## config.mk

```make
export PLATFORM = sky130hd
export DESIGN_NAME = dbus_pair_serializer
export DESIGN_NICKNAME = d
export VERILOG_FILES = /design/src/rtl/dbus_pair_serializer.sv
export SDC_FILE = /design/constraint.sdc
export NUM_CORES = 1
export LEC_CHECK = 0
export CORE_MARGIN = 10
export CORE_UTILIZATION = 45
export CTS_BUF_LIST = sky130_fd_sc_hd__clkbuf_4
export CTS_CLUSTER_DIAMETER = 80
export DETAILED_ROUTE_END_ITERATION = 10
export GPL_TIMING_DRIVEN = 0
export HOLD_SLACK_MARGIN = 0.1
export PLACE_DENSITY = 0.92
export SLEW_MARGIN = 40
export SYNTH_ARGS = -nofsm -noshare
export SYNTH_HDL_FRONTEND = slang
export SYNTH_SLANG_ARGS = --single-unit
```

## constraint.sdc

```tcl
create_clock -name clk -period 7.2 [get_ports clk]
set_clock_uncertainty 0.15 [all_clocks]
set_input_delay 0.72 -clock clk [delete_from_list [all_inputs] [get_ports clk]]
set_output_delay 0.72 -clock clk [all_outputs]
set_load 0.05 [all_outputs]
```

## src/rtl/dbus_pair_serializer.sv

```systemverilog
`default_nettype none
// ============================================================================
// Module   : dbus_pair_serializer
// Purpose  : Serializes a dual-issue core's two data-bus requests onto one
//            memory port, slot 1 first. The optional load-merge path is built
//            only when DBUS_LOAD_MERGE_EN is defined.
// Revision : 1.0
// ============================================================================

typedef struct packed {
    logic        valid;
    logic [31:0] addr;
    logic [2:0]  size;
    logic [3:0]  strobe;
    logic [31:0] data;
} dbus_req_t;

typedef struct packed {
    logic        addr_ok;
    logic        data_ok;
    logic [31:0] data;
} dbus_resp_t;

module dbus_pair_serializer (
    input  logic       clk,
    input  logic       reset,
    input  dbus_req_t  dreq_1,
    input  dbus_req_t  dreq_2,
    output dbus_resp_t dresp_1,
    output dbus_resp_t dresp_2,
    output dbus_req_t  dreq,
    input  dbus_resp_t dresp
);

    typedef enum logic [2:0] {
        IDLE   = 3'd0,
        ISSUE1 = 3'd1,
        WAIT1  = 3'd2,
        RESP1  = 3'd3,
        ISSUE2 = 3'd4,
        WAIT2  = 3'd5,
        RESP2  = 3'd6
    } state_t;

    state_t      r_state;
    state_t      w_next_state;
    dbus_req_t   r_buf1;
    dbus_req_t   r_buf2;
    logic [31:0] r_data;
    logic        w_capture;
    logic        w_merge;

`ifdef DBUS_LOAD_MERGE_EN
    // Two loads of the same word: the slot-1 data answers slot 2 as well.
    assign w_merge = r_buf1.valid && r_buf2.valid &&
                     (r_buf1.strobe == 4'd0) && (r_buf2.strobe == 4'd0) &&
                     (r_buf1.addr[31:2] == r_buf2.addr[31:2]);
`else
    assign w_merge = 1'b0;
`endif

    always_ff @(posedge clk or posedge reset) begin
        if (reset) begin
            r_state <= IDLE;
            r_buf1  <= '0;
            r_buf2  <= '0;
            r_data  <= '0;
        end else begin
            r_state <= w_next_state;
            if (r_state == IDLE) begin
                r_buf1 <= dreq_1;
                r_buf2 <= dreq_2;
            end
            if (w_capture) begin
                r_data <= dresp.data;
            end
        end
    end

    // Outputs are purely state-decoded, so reset zeroes them without a clock.
    always_comb begin
        w_next_state = r_state;
        w_capture    = 1'b0;
        dreq         = '0;
        dresp_1      = '0;
        dresp_2      = '0;
        case (r_state)
            IDLE: begin
                if (dreq_1.valid) begin
                    w_next_state = ISSUE1;
                end else if (dreq_2.valid) begin
                    w_next_state = ISSUE2;
                end
            end
            ISSUE1: begin
                dreq       = r_buf1;
                dreq.valid = 1'b1;
                if (dresp.addr_ok) begin
                    if (dresp.data_ok) begin
                        w_capture    = 1'b1;
                        w_next_state = RESP1;
                    end else begin
                        w_next_state = WAIT1;
                    end
                end
            end
            WAIT1: begin
                if (dresp.data_ok) begin
                    w_capture    = 1'b1;
                    w_next_state = RESP1;
                end
            end
            RESP1: begin
                dresp_1.addr_ok = 1'b1;
                dresp_1.data_ok = 1'b1;
                dresp_1.data    = r_data;
                if (w_merge) begin
                    w_next_state = RESP2;
                end else if (r_buf2.valid) begin
                    w_next_state = ISSUE2;
                end else begin
                    w_next_state = IDLE;
                end
            end
            ISSUE2: begin
                dreq       = r_buf2;
                dreq.valid = 1'b1;
                if (dresp.addr_ok) begin
                    if (dresp.data_ok) begin
                        w_capture    = 1'b1;
                        w_next_state = RESP2;
                    end else begin
                        w_next_state = WAIT2;
                    end
                end
            end
            WAIT2: begin
                if (dresp.data_ok) begin
                    w_capture    = 1'b1;
                    w_next_state = RESP2;
                end
            end
            RESP2: begin
                dresp_2.addr_ok = 1'b1;
                dresp_2.data_ok = 1'b1;
                dresp_2.data    = r_data;
                w_next_state    = IDLE;
            end
            default: begin
                w_next_state = IDLE;
            end
        endcase
    end

endmodule

`default_nettype wire
```

# Word-level counts from Yosys, hierarchy flattened
# Index checks and enable logic that the tools add are counted.
word_totals:
  out_inout_bits: 140
  reg_bits: 178
  wordCells: 42
op_classes:
  n_eq_ne: 11
  reduce_logical: 4
  mux: 16
op_table:
  columns: ["cell", "count"]
  rows:
  - ["72-bit case mux with 2 select lines", 1]
  - ["34-bit 2-to-1 mux", 2]
  - ["3-bit 2-to-1 mux", 7]
  - ["3-bit case mux with 6 select lines", 1]
  - ["3-bit equality test, second input constant", 3]
  - ["2-bit != test, second input constant", 4]
  - ["3-bit by 2-bit equality test with 1-bit output, second input constant", 2]
  - ["5-bit AND reduction", 1]
  - ["2-bit OR reduction", 2]
  - ["3-bit by 1-bit equality test with 1-bit output, second input constant", 1]
  - ["3-bit zero test", 1]
  - ["1-bit 2-to-1 mux", 3]
  - ["3-bit != test, second input constant", 1]
  - ["2-bit 2-to-1 mux", 1]
  - ["1-bit case mux with 2 select lines", 1]

# Logic depth before layout (Yosys ltp)
logic_depth:
  ltp_word: 3
  ltp_mapped: 5
  ltp_nobuf: 4

# Worst setup path before layout
# Ideal clock, no wire load.
synth_timing:
  path_type: "flip-flop to output port"
  startpoint: "reg r_state[1]"
  endpoint: "out dresp_2[23] (netlist bit)"
  arrival_ns: 1.878
  stages_incl_launch_ff: 5
  slack_ns: 4.452
  path_cell_list: "dfrtp_1 buf_2 and3b_1 clkbuf_1 and2_1"
synth_lines:
  columns: ["element", "line", "text"]
  rows:
  - ["from (decl)", "45", "state_t r_state;"]
  - ["from (signal assigned)", "69", "r_state <= w_next_state;"]
  - ["to (decl)", "30", "output dbus_resp_t dresp_2,"]

==> key figures <==
Detailed routing
  • Final ANT Viol Nets: 0
  • Via Count: 6180
  • DR WL/cell: 22.83 µm
  • Vias/cell: 5.383
  • Drt pass-1 iters: 4
  • DRC violations left: 0
  • Post-Route WL: 26210 µm
  • Initial DRC count: 199

GRT
  • Vias in the first global route: 6779
  • Total grt overflow: 0
  • Met3 usage: 9.455%
  • Gr busiest metal: met2
  • First-pass GRT wire length: 39920 µm
  • Largest net degree at the start of global routing: 81
  • Total Routing Usage GR: 21.77%
  • Met1 Resource Use GR: 23.72%
  • GR Util met2: 36.99%
  • Initial antenna violation count: 2

Critical path
  • CP most frequent cell: buf_2
  • Startpoint Class: flop
  • Crit end category: output port
  • Arrival @ worst endpoint: 3.32 ns
  • Crit path required time: 6.33 ns
  • Slowest cell on crit path: clkdlybuf4s50_1
  • Largest stage delay, worst path: 0.85 ns
  • Worst Path Class, Setup: flop to output port
  • Chain of cells forming the critical path: and2b_1, nor2b_1, buf_2, buf_2, a22o_1, clkdlybuf4s50_1
  • CP max FO: 10

Pwr
  • P_leak: 4.920 nW
  • Clock Power Share: 9.2%
  • Cell Pwr Density: 472.7 nW/µm²
  • Max IR drop VDD: 299.0 µV
  • Pint: 2.996 mW
  • Seq pwr share: 32.8%
  • Switching Fraction: 45.78%
  • Sw power: 2.529 mW
  • Combinational share of power: 57.9%

Logic synthesis
  • Ys Warns: 0
  • Post-synth top flop: dfrtp_1
  • Mean post-synth cell area: 13.91 µm²
  • Sequential area share after synthesis: 56.28%
  • Yosys cell types: 32
  • Post-synth top area share: 56.28%
  • Area leader, netlist: dfrtp_1
  • Syn nets: 749
  • Top cells by area, synth: dfrtp_1 (56%), mux2_1 (14%), mux2_2 (11%)
  • Flop and latch count out of synthesis: 178
  • Post-synth EDFFs: 0
  • Mapped Cells: 569
  • Synth async-reset ratio: 100.0%
  • Cell Area, Synth: 7914 µm²

Clocking
  • Hold_buf cts: 0
  • Max clock buf depth: 2
  • Clock tree root driver cell: clkbuf_4
  • Clk sink count: 178
  • CTS tree: done
  • CTS resizes: 0
  • Postcts setup bufs: 0
  • CTS clk-pin slew, worst paths: 0.16 ns
  • H-tree depth: 4
  • Worst-Skew Late Latency: 0.56 ns
  • TritonCTS buffer count: 17

STA
  • Slew Limit Fails: 0
  • Final WS setup: 3.014 ns
  • Final Hold Fails: 0
  • Setup TNS: 0 ns
  • Final worst path period need: 4.186 ns
  • RSZ-0062 raised after global routing: no
  • Final setup violation count: 0
  • Peak Freq: 238.9 MHz
  • Hold Slack: 0.3447 ns
  • Final Cycle Share: 58.14%
  • Relative slew slack: 60.35%
  • Slew @ Worst Pin: 0.5929 ns

Min path
  • Hold crit path type: primary input to async pin

Placement
  • Pre-CTS WS: 3.655 ns
  • Placed cell count: 1115
  • Detailed Place HPWL: 20420 µm
  • I/O Buffers: 319
  • Placed cell area: 11450 µm²
  • Gpl congestion: 0.9500

Finish
  • Ratio of cells with drive above 1 in the final layout: 16.05%
  • Post-Layout Cell Count: 1148
  • Final instance area: 11690 µm²
  • Multi-input logic area: 3196 µm²
  • FF/Latch Area: 4454 µm²
  • Commonest non-fill, non-tap cell in the layout: clkdlybuf4s50_1
  • Fillers: 1306
  • Synth-to-Final Area Change: 47.70%
  • Most frequent cells in the layout: clkdlybuf4s50_1 (319), dfrtp_1 (178), mux2_1 (101), mux2_2 (75), a22o_1 (71)
  • Nets@finish: 1089

Die
  • Die X: 152.6 µm
  • Starting density of the core: 45.75%
  • Core ar.: 17300 µm²
  • Rows: 48
  • IO Pins: 320
  • Die area: 23290 µm²
  • Die Ht: 152.6 µm

Job
  • Maxcap violations: 0

Status
  • Status: finished, final reports clean
==> layout make-up <==
cell class / count / area share [%]
diodes: 1 / 0.02141
plain buffers: 49 / 2.227
repair buffers: 321 / 27.79
inverters: 1 / 0.09634
well taps: 225 / 2.408
multi-input cells: 341 / 27.34
clock inverters: 15 / 0.9206
flip-flops and latches: 178 / 38.11
clock buffers: 17 / 1.092
==> registers in the layout, summed over array words and instances (netlist names) <==
| signal | flops |
|---|---|
| r_buf2 | 72 |
| r_state | 3 |
| r_buf1 | 71 |
| r_data | 32 |
==> critical path: cells and delay by family, from the launching register on <==
family                 cells  cell delay, ns
DFF                        1            0.47
buffers and inverters      3            1.51
AOI/OAI and AO/OA          1            0.20
and+or+nand+nor            2            0.58
==> kinds of logic (layout without fill, tap and decap cells) <==
kind of cell,after synthesis,in the layout,share of synthesized area (%)
DFF,178,178,56.28
muxes,177,177,25.17
AOI/OAI and AO/OA,83,83,8.854
and+or+nand+nor,81,81,6.356
buffers and inverters,50,403,3.336
other,0,1,0
==> metrics by stage <==
| step | utilization (%) | power, mW |
|---|---|---|
| after floorplan | - | 3.969 |
| after global placement | 65.84 | 4.953 |
| after detailed placement | 66.20 | 5.066 |
| after CTS | 67.56 | 5.572 |
| after global routing | 67.58 | 5.823 |
| final | 67.58 | 5.525 |
==> worst paths after layout <==
| path | slack, ns | from | end | cells after the start |
|---|---|---|---|---|
| setup / recovery | 3.01 | r_state[2]$_DFFE_PP0P_ | dreq[26] | 6 |
| hold / removal | 0.34 | reset | r_buf2[56]$_DFFE_PP0N_ | 2 |
| setup reg to reg | 5.06 | r_state[2]$_DFFE_PP0P_ | r_buf2[65]$_DFFE_PP0N_ | 4 |
| hold reg to reg | 0.35 | r_buf2[36]$_DFFE_PP0N_ | r_buf2[36]$_DFFE_PP0N_ | 1 |
| max in group asynchronous | 5.87 | reset | r_buf2[67]$_DFFE_PP0N_ | 3 |
| min in group clk | 0.35 | r_buf2[36]$_DFFE_PP0N_ | r_buf2[36]$_DFFE_PP0N_ | 1 |
==> power groups by stage <==
| stage | Clock (mW) | Sequential [mW] | Combinational (mW) |
|---|---|---|---|
| 6_report | 0.510 | 1.81 | 3.20 |
| 2_1_floorplan | 0 | 1.73 | 2.24 |
| 3_5_place_dp | 0 | 1.84 | 3.23 |
| 5_1_grt | 0.569 | 1.87 | 3.38 |
| 4_1_cts | 0.525 | 1.81 | 3.24 |
| 3_3_place_gp | 0 | 1.80 | 3.15 |
==> cell usage after synthesis (all sizes together), types with 2 or more instances <==
master and count:
dfrtp 178, mux2 176, a22o 71, buf 39, and2 33, and3 32, clkbuf 10, o21ai 4
nor2 3, nand2 2, nor3 2, nor3b 2, o32ai 2
==> per-layer routing <==
layer | up-vias | routed length [µm]
met3 | 33 | 2623
li1 | 2763 | -
met1 | 3129 | 10090
met2 | 255 | 12910
met4 | 0 | 579
met5 | - | 0
Power figures use the tool's default switching activity.
